$ cat src/rtl/mem_xfer_seq.sv
// Byte-addressed transfer sequencer: splits a (base, len) request into naturally
// aligned word/halfword/byte beats with back-pressure, abort and a completion pulse.
module mem_xfer_seq #(
    parameter int ADDR_W = 32,
    parameter int LEN_W  = 16
) (
    input  logic              clk,
    input  logic              rstn,
    input  logic              start_i,
    input  logic [ADDR_W-1:0] base_addr_i,
    input  logic [LEN_W-1:0]  len_i,
    input  logic              abort_i,
    input  logic              beat_ready_i,
    output logic              busy_o,
    output logic              beat_valid_o,
    output logic [ADDR_W-1:0] beat_addr_o,
    output logic [1:0]        beat_size_o,
    output logic [3:0]        beat_be_o,
    output logic              beat_last_o,
    output logic              done_o,
    output logic              aborted_o,
    output logic [LEN_W-1:0]  count_o
);

    // state  | meaning
    // S_IDLE | waiting for start
    // S_RUN  | issuing beats
    // S_DONE | one-cycle completion pulse
    typedef enum logic [1:0] {
        S_IDLE = 2'd0,
        S_RUN  = 2'd1,
        S_DONE = 2'd2
    } state_t;

    state_t            state_q, state_d;
    logic [ADDR_W-1:0] addr_q, addr_d;
    logic [LEN_W-1:0]  rem_q, rem_d;
    logic [LEN_W-1:0]  count_q, count_d;
    logic              aborted_q, aborted_d;

    logic [1:0] size_sel;
    logic [2:0] size_bytes;
    logic [3:0] be_sel;
    logic       last_sel;
    logic       run;
    logic       hs;

    // Widest access that is naturally aligned at addr and fits in the remaining bytes
    always_comb begin
        size_sel   = 2'd0;
        size_bytes = 3'd1;
        be_sel     = 4'b0001 << addr_q[1:0];
        if ((addr_q[1:0] == 2'b00) && (rem_q >= LEN_W'(4))) begin
            size_sel   = 2'd2;
            size_bytes = 3'd4;
            be_sel     = 4'b1111;
        end else if (!addr_q[0] && (rem_q >= LEN_W'(2))) begin
            size_sel   = 2'd1;
            size_bytes = 3'd2;
            be_sel     = 4'b0011 << addr_q[1:0];
        end
    end

    assign last_sel = (rem_q == LEN_W'(size_bytes));
    assign run      = (state_q == S_RUN);
    assign hs       = run && beat_ready_i;

    always_comb begin
        state_d   = state_q;
        addr_d    = addr_q;
        rem_d     = rem_q;
        count_d   = count_q;
        aborted_d = aborted_q;
        unique case (state_q)
            S_IDLE: begin
                if (start_i) begin
                    count_d   = '0;
                    aborted_d = 1'b0;
                    if (len_i != '0) begin
                        addr_d  = base_addr_i;
                        rem_d   = len_i;
                        state_d = S_RUN;
                    end else begin
                        state_d = S_DONE;
                    end
                end
            end
            S_RUN: begin
                // abort wins over a simultaneous handshake; that beat is dropped
                if (abort_i) begin
                    aborted_d = 1'b1;
                    state_d   = S_DONE;
                end else if (hs) begin
                    addr_d  = addr_q + ADDR_W'(size_bytes);
                    rem_d   = rem_q - LEN_W'(size_bytes);
                    count_d = count_q + LEN_W'(size_bytes);
                    if (last_sel) begin
                        state_d = S_DONE;
                    end
                end
            end
            S_DONE: begin
                state_d = S_IDLE;
            end
            default: begin
                state_d = S_IDLE;
            end
        endcase
    end

    always_ff @(posedge clk or negedge rstn) begin
        if (!rstn) begin
            state_q   <= S_IDLE;
            addr_q    <= '0;
            rem_q     <= '0;
            count_q   <= '0;
            aborted_q <= 1'b0;
        end else begin
            state_q   <= state_d;
            addr_q    <= addr_d;
            rem_q     <= rem_d;
            count_q   <= count_d;
            aborted_q <= aborted_d;
        end
    end

    // Beat fields are forced to zero outside RUN so idle/reset outputs read as 0
    assign busy_o       = (state_q != S_IDLE);
    assign beat_valid_o = run;
    assign beat_addr_o  = run ? addr_q : '0;
    assign beat_size_o  = run ? size_sel : 2'd0;
    assign beat_be_o    = run ? be_sel : 4'b0000;
    assign beat_last_o  = run && last_sel;
    assign done_o       = (state_q == S_DONE);
    assign aborted_o    = aborted_q;
    assign count_o      = count_q;

endmodule

$ cat config.mk
export PLATFORM = sky130hd
export DESIGN_NAME = mem_xfer_seq
export DESIGN_NICKNAME = d
export VERILOG_FILES = /design/src/rtl/mem_xfer_seq.sv
export SDC_FILE = /design/constraint.sdc
export NUM_CORES = 1
export LEC_CHECK = 0
export CAP_MARGIN = 0
export CORE_ASPECT_RATIO = 2
export CORE_MARGIN = 3
export CORE_UTILIZATION = 69
export DETAILED_ROUTE_END_ITERATION = 10
export DONT_BUFFER_PORTS = 1
export PLACE_DENSITY = 0.94
export REMOVE_ABC_BUFFERS = 1
export SLEW_MARGIN = 40
export SYNTH_ARGS = -nofsm -noshare
export SYNTH_HDL_FRONTEND = slang
export SYNTH_SLANG_ARGS = --single-unit
$ cat constraint.sdc
create_clock -name clk -period 7.7 [get_ports clk]
set_input_delay 1.54 -clock clk [delete_from_list [all_inputs] [get_ports clk]]
set_output_delay 1.54 -clock clk [all_outputs]
set_load 0.03 [all_outputs]
### Word level (Yosys, flattened, before mapping)

Cells that the tools add are included.
W data, S select, Z words.

| word-level totals | value |
|---|---|
| output and inout bits | 59 |
| input port bits | 53 |
| register bits after elaboration | 67 |

| cells by class | value |
|---|---|
| reduce and logical (&&, ||, !) cells | 14 |
| muxes and demuxes | 32 |
| shifts and indexed selects | 2 |
| $add $sub $neg | 3 |
| equality and inequality tests | 10 |
| order comparisons | 2 |

Operators by type and width:

| cell | count |
|---|---|
| $mux W32 | 5 |
| $mux W16 | 7 |
| $pmux W16 S2 | 2 |
| $pmux W32 S2 | 1 |
| $add A32 B3 Y32 | 1 |
| $add A16 B3 Y16 | 1 |
| $eq A16 B3 Y1 | 1 |
| $ge A16 B2 Y1 const B | 1 |
| $ge A16 B3 Y1 const B | 1 |
| $mux W2 | 8 |
| $reduce_bool A16 Y1 | 1 |
| $sub A16 B3 Y16 | 1 |
| $mux W4 | 3 |
| $ne A2 B2 Y1 const B | 4 |
| $reduce_and A3 Y1 | 2 |
| $reduce_and A5 Y1 | 1 |
| $logic_and A1 B1 Y1 | 4 |
| $logic_not A2 Y1 | 2 |
| $pmux W2 S2 | 1 |
| $reduce_and A4 Y1 | 1 |
| $reduce_bool A2 Y1 | 2 |
| $shl A1 B2 Y4 const A | 1 |
| $shl A2 B2 Y4 const A | 1 |
| $mux W1 | 3 |
| other kinds (8) | 8 |

### Longest topological paths before layout

Gate-level depths: netlist of run 1.

| logic depth | value |
|---|---|
| depth in word-level cells | 9 |
| depth in mapped cells | 12 |
| gate-level depth less buffers | 12 |

### Worst setup path before layout of run 1

OpenSTA, ideal clock, no wires.

| timing path | value |
|---|---|
| kind | register to output |
| start | register rem_q[10] |
| end | output beat_last_o |
| buffers on the path | 0 |
| arrival | 2.458 ns |
| slack | 3.702 ns |
| required time | 6.160 ns |
| stages on the path, launching flop included | 10 |
| path through | dfrtp_1 > nor4_4 > nand2_2 > nor4_4 > mux2i_1 > or2_1 > ha_1 > nand3_1 > nor4_1 > and2_1 |

| on the way | value |
|---|---|
| cells in the longest elaborated chain, start to end | 6 |

Ends and longest elaborated chain:

| what | line | RTL |
|---|---|---|
| start, declared | 37 | `logic [LEN_W-1:0] rem_q, rem_d;` |
| start signal, assigned | 121 | `rem_q <= rem_d;` |
| $ge A16 B2 Y1 | 57 | `end else if (!addr_q[0] && (rem_q >= LEN_W'(2))) begin` |
| $logic_and A1 B1 Y1 | 57 |  |
| $mux W2 | 57 |  |
| $mux W3 | 53 | `if ((addr_q[1:0] == 2'b00) && (rem_q >= LEN_W'(4))) begin` |
| $eq A16 B3 Y1 (*) | 64 | `assign last_sel = (rem_q == LEN_W'(size_bytes));` |
| $logic_and A1 B1 Y1 (*) | 133 | `assign beat_last_o = run && last_sel;` |
| end, declared | 19 | `output logic beat_last_o,` |

Mark *: on every way between the ends. The rest lies on a longest branch, timed or not.

### Worst setup path in the final report of run 1

Same ends and word-level chain as after synthesis.

==> results of run 1 <==
worst max-delay path: stages, from the launching register on:
cell	delay, ns
dfrtp_1	0.43
nor4_4	0.36
nand2_2	0.17
nor4_4	0.38
mux2i_1	0.19
or2_1	0.28
ha_1	0.30
nand3_1	0.08
nor4_1	0.29
and2_1	0.38
sequential cells by signal (all words and copies together), names as in the netlist:
signal,cells
addr_q,32
aborted_o,1
rem_q,16
state_q,2
count_o,16
where the power goes:
part	switching [uW]	internal [uW]
Sequential	221	494
Clock	145	234
Combinational	768	373
Total	1130	1100
final cells by class:
class / count / area, um^2 / area share
Multi-Input combinational cell: 429 / 2720 / 0.558
Sequential cell: 67 / 1680 / 0.343
Clock buffer: 14 / 264 / 0.0541
Tap cell: 86 / 108 / 0.0220
Timing Repair Buffer: 5 / 65.1 / 0.0133
Inverter: 9 / 36.3 / 0.00743
Clock inverter: 2 / 10.0 / 0.00205
path summary, 6_finish.rpt:
path,slack (ns),cells after the start,from,endpoint
hold / removal,0.52,1,rem_q[7],rem_q[7]
min in group asynchronous,0.90,0,rstn,addr_q[4]
hold reg to reg,0.52,1,rem_q[7],rem_q[7]
setup reg to reg,3.73,12,rem_q[10],rem_q[12]
max in group asynchronous,6.65,0,rstn,addr_q[3]
setup / recovery,2.96,9,rem_q[10],beat_last_o
per-layer routing:
layer	up-vias	track usage
met5	-	0
met4	0	0.203
met3	58	0.0871
met2	205	0.590
met1	2019	0.363
li1	1974	-
cell families (layout without fill, tap and decap cells):
kind of cell,count (synthesis),in the layout
xor gates and xnor gates,16,16
and+or+nand+nor,231,231
DFF,67,67
muxes,1,1
buffers and inverters,49,30
AOI/OAI and AO/OA,171,171
adders and majority gates,10,10
layout by cell type (no fill, tap or decap), types with 4 or more instances in the layout:
cell type | Yosys | routed
and4_1 | 6 | 6
xor2_1 | 5 | 5
inv_1 | 8 | 8
a21oi_1 | 52 | 52
nand4_1 | 11 | 11
ha_1 | 8 | 8
o21ai_0 | 28 | 28
o22a_1 | 8 | 8
o21a_1 | 4 | 4
o22ai_1 | 13 | 13
clkbuf_16 | 0 | 9
nor4_1 | 10 | 10
nor4b_1 | 4 | 4
and2_1 | 36 | 36
and3_1 | 9 | 9
nor3_1 | 14 | 11
a211oi_1 | 13 | 12
a31oi_1 | 6 | 6
nor2_1 | 50 | 49
nand3_1 | 21 | 21
dfrtp_1 | 67 | 67
o31ai_1 | 4 | 4
nand2_1 | 47 | 47
xnor2_1 | 11 | 11
a22oi_1 | 4 | 4
o211ai_1 | 5 | 5
stage by stage:
step	hold slack, ns	area (um^2)	total power [uW]	std cells
5_1_grt	0.536	4880	2400	612
6_report	0.522	4880	2240	612
4_1_cts	0.517	4880	2230	612
2_1_floorplan	0.464	4400	1570	505
3_3_place_gp	0.477	4540	1750	594
3_5_place_dp	0.500	4600	1840	596
==> flow_metrics.env, run 1 <==
export IMPL_drive_gt1_frac=0.0760
export IMPL_leakagePower_uw=0.00189
export IMPL_die_w_um=63.7
export IMPL_worst_pin_slew_ns=0.793
export IMPL_max_freq_mhz=211
export IMPL_startpoint_type="flop"
export IMPL_worstSkewPairLatency_ns=0.33
export IMPL_synth_top_family_by_area="simple AND/OR/NAND/NOR gates"
export IMPL_yosysTopAreaCell="dfrtp_1"
export IMPL_drv_cap=0
export IMPL_synthMuxAreaShare=0.00218
export IMPL_grt_max_degree=68
export IMPL_port_buffers=0
export IMPL_cts_buffers=9
export IMPL_clk_pin_slew_ns=0.05
export IMPL_end_kind="output port"
export IMPL_cp_required_ns=6.16
export IMPL_nets=584
export IMPL_gp_congestion=0.832
export IMPL_met2_length_um=6620
export IMPL_yosys_top_cells_count="dfrtp_1, a21oi_1, nor2_1, nand2_1, and2_1"
export IMPL_synthTopCellsByArea="dfrtp_1, a21oi_1, and2_1"
export IMPL_critical_path_max_fanout=6
export IMPL_finalMaxSlewViolations=0
export IMPL_avgSynthCellArea_um2=8.43
export IMPL_fin_tns_setup_ns=0
export IMPL_synth_top_area_share=0.365
export IMPL_synth_enable_flop_cells=0
export IMPL_grt_antenna_before_repair=0
export IMPL_dr_max_layer_used="met4"
export IMPL_seq_area_frac_synth=0.365
export IMPL_drt_wl_total_um=12300
export IMPL_rows=41
export IMPL_rsz0062_at_grt="no"
export IMPL_die_y_um=121
export IMPL_cts_buffer_depth=2
export IMPL_cts_root_buf="clkbuf_16"
export IMPL_period_share=0.615
export IMPL_grt_pass1_vias=4347
export IMPL_cts_hold_buf=0
export IMPL_yosysWarnings=0
export IMPL_n_antenna_cell=0
export IMPL_dp_slack_ns=3.30
export IMPL_syn_inst=545
export IMPL_final_core_util=0.768
export IMPL_area_growth_pct=6.26
export IMPL_wl_met3_um=720
export IMPL_firstDrtPassIters=6
export IMPL_synth_xor_area_frac=0.0305
export IMPL_m1WireLength_um=4320
export IMPL_crit_type="reg2out"
export IMPL_start_util=0.722
export IMPL_syn_area_um2=4590
export IMPL_die_area_um2=7730
export IMPL_coreArea_um2=6360
export IMPL_grt_pass1_wl_um=20600
export IMPL_vias=4256
export IMPL_period_needed_ns=4.74
export IMPL_synth_compound_area_frac=0.241
export IMPL_post_cts_buffers=0
export IMPL_drc=0
export IMPL_finClkSkew_ns=0.00693
export IMPL_hold_viol=0
export IMPL_synth_most_common_cell="dfrtp_1"
export IMPL_via_per_inst=6.95
export IMPL_ys_ff_latch=67
export IMPL_powerDensity_nw_per_um2=458
export IMPL_synth_ff_type="dfrtp_1"
export IMPL_route_detailed_wl_per_inst_um=20.1
export IMPL_hpwlAfterDp_um=8590
export IMPL_postCtsResizedCells=0
export IMPL_synthSimpleGateAreaFrac=0.281
export IMPL_grt_overflow=0
export IMPL_fin_ws_ns=2.96
export IMPL_setup_viol=0
export IMPL_cts_sinks=67
export IMPL_num_fill_cells=465
export IMPL_grt_use_total=0.340
export IMPL_ys_async_sr_fraction=1.00
export IMPL_arrival_ns=3.20
export IMPL_drt_iter0_drc=479
export IMPL_peakVddDrop_mv=0.443
export IMPL_synth_cell_type_count=65
export IMPL_status="finished, final reports clean"
export IMPL_cts_tree="done"
export IMPL_ant_nets=0
export IMPL_boundaryPins=112
export IMPL_slew_headroom=0.468
export IMPL_synth_adder_area_share=0.0305
export IMPL_hold_path_class="reg2reg"
export IMPL_htree_levels=3
No activity file was read; power rests on OpenSTA's default activity.
==> run 2: changes to the inputs <==
- CORE_UTILIZATION: 69 -> 64
- PLACE_DENSITY: 0.94 -> 0.89
- clock period: 7.7 -> 4.7 ns (I/O delays scaled with it)
==> flow_metrics.env, run 2 (same netlist as run 1, synthesis figures left out) <==
export IMPL_status="finished, final reports clean"
export IMPL_coreArea_um2=6940
export IMPL_worstRegToRegCells=12
export IMPL_cts_buffer_depth=2
export IMPL_path_cells="nor4_4 > nand2_2 > nor4_4 > mux2i_1 > or2_1 > ha_1 > nand3_1 > nor4_1 > and2_1"
export IMPL_firstDrtPassIters=5
export IMPL_num_fill_cells=538
export IMPL_period_share=0.883
export IMPL_grt_use_total=0.308
export IMPL_arrival_ns=3.21
export IMPL_startpoint_type="flop"
export IMPL_rsz0062_at_grt="no"
export IMPL_clk_pin_slew_ns=0.05
export IMPL_r2r_end="rem_q[12]"
export IMPL_max_freq_mhz=241
export IMPL_p_int_uw=1780
export IMPL_pwr_share_comb=0.512
export IMPL_r2r_slack_ns=0.81
export IMPL_hpwlAfterDp_um=8730
export IMPL_htree_levels=3
export IMPL_boundaryPins=112
export IMPL_swShare=0.510
export IMPL_cts_tree="done"
export IMPL_crit_top_cell="nor4_4"
export IMPL_critical_path_max_fanout=6
export IMPL_total_power_uw=3620
export IMPL_setup_viol=0
export IMPL_leakagePower_uw=0.00188
export IMPL_powerDensity_nw_per_um2=748
export IMPL_postPlaceCellArea_um2=4590
export IMPL_fin_ws_ns=0.551
export IMPL_cts_hold_buf=0
export IMPL_rows=43
export IMPL_cts_root_buf="clkbuf_16"
export IMPL_grt_antenna_before_repair=0
export IMPL_worstSkewPairLatency_ns=0.33
export IMPL_drt_iter0_drc=508
export IMPL_largest_register_ffs=32
export IMPL_postCtsResizedCells=0
export IMPL_grt_pass1_vias=4244
export IMPL_slowest_delay_ns=0.43
export IMPL_area_growth_pct=5.34
export IMPL_mostFrequentLayoutCells="dfrtp_1, a21oi_1, nor2_1"
export IMPL_layout_commonest_cell="dfrtp_1"
export IMPL_hold_viol=0
export IMPL_die_area_um2=8290
export IMPL_cts_sinks=67
export IMPL_period_needed_ns=4.15
export IMPL_peakVddDrop_mv=0.548
export IMPL_drive_gt1_frac=0.0686
export IMPL_whs_ns=0.301
export IMPL_start_util=0.662
export IMPL_worst_pin_slew_ns=0.794
export IMPL_reg2reg_from="rem_q[10]"
export IMPL_finClkSkew_ns=0.00462
export IMPL_grt_pass1_wl_um=20100
export IMPL_cp_required_ns=3.76
export IMPL_power_frac_seq=0.326
export IMPL_worstSetupPathDepth=9
export IMPL_nets=586
export IMPL_cpLargestDelayFamily="simple AND/OR/NAND/NOR gates"
export IMPL_critPathSlowestCell="dfrtp_1"
export IMPL_fin_tns_setup_ns=0
export IMPL_port_buffers=0
export IMPL_fin_area_um2=4840
export IMPL_crit_type="reg2out"
export IMPL_post_cts_buffers=0
export IMPL_switchingPower_uw=1850
export IMPL_grt_max_degree=85
export IMPL_slew_headroom=0.467
export IMPL_end_kind="output port"
export IMPL_largest_register="addr_q"
export IMPL_cts_buffers=9
export IMPL_gp_congestion=0.861
export IMPL_vias=4300
export IMPL_hold_path_class="in2async"
export IMPL_n_antenna_cell=0
export IMPL_grt_overflow=0
export IMPL_p_clk_frac=0.162
export IMPL_die_y_um=126
export IMPL_dp_slack_ns=0.883
export IMPL_drc=0
export IMPL_finalMaxSlewViolations=0
export IMPL_drt_wl_total_um=12400
export IMPL_route_detailed_wl_per_inst_um=20.1
export IMPL_ant_nets=0
export IMPL_crit_buf_inv=0
export IMPL_via_per_inst=6.99
export IMPL_die_w_um=65.9
export IMPL_drv_cap=0
[run 2: stage by stage]
step | std cells | utilization
2_1_floorplan | 505 | -
3_3_place_gp | 602 | 0.660
3_5_place_dp | 602 | 0.661
4_1_cts | 615 | 0.697
5_1_grt | 615 | 0.697
6_report | 615 | 0.697
[run 2: worst max-delay path by stage]
stage / from / end
after floorplan: state_q[1] / addr_q[23]
after global placement: rem_q[10] / beat_last_o
after detailed placement: rem_q[10] / rem_q[12]
after CTS: rem_q[10] / beat_last_o
after global routing: rem_q[10] / beat_last_o
final: rem_q[10] / beat_last_o
[run 2: layer usage]
layer / GRT usage / wire length (um)
met5: 0 / 0
met1: 0.318 / 4280
met3: 0.0883 / 832
met2: 0.540 / 6630
met4: 0.165 / 614
[run 2: power by group through the flow]
stage | Sequential, uW | Clock (uW) | Combinational (uW)
final | 1180 | 587 | 1850
after global placement | 1150 | 0 | 1760
after CTS | 1170 | 598 | 1840
after floorplan | 1080 | 0 | 1480
after detailed placement | 1170 | 0 | 1830
after global routing | 1220 | 620 | 2030
[run 2: layout make-up]
cell class | instances | area (um^2) | area share
timing repair buffer | 7 | 65.1 | 0.0134
multi-input combinational | 429 | 2700 | 0.558
clock buffer | 13 | 250 | 0.0517
inverter | 9 | 35.0 | 0.00724
sequential | 67 | 1680 | 0.346
tap | 90 | 113 | 0.0233
[run 2: worst reg2reg max path, delay by kind of cell (launching register included)]
| kind | cells | cell delay (ns) |
|---|---|---|
| AND/OR/NAND/NOR | 4 | 1.40 |
| adder cells (fa/ha/maj) | 2 | 0.61 |
| AO/OA/AOI/OAI | 5 | 1.28 |
| buffers and inverters | 1 | 0.06 |
| flip-flops | 1 | 0.43 |
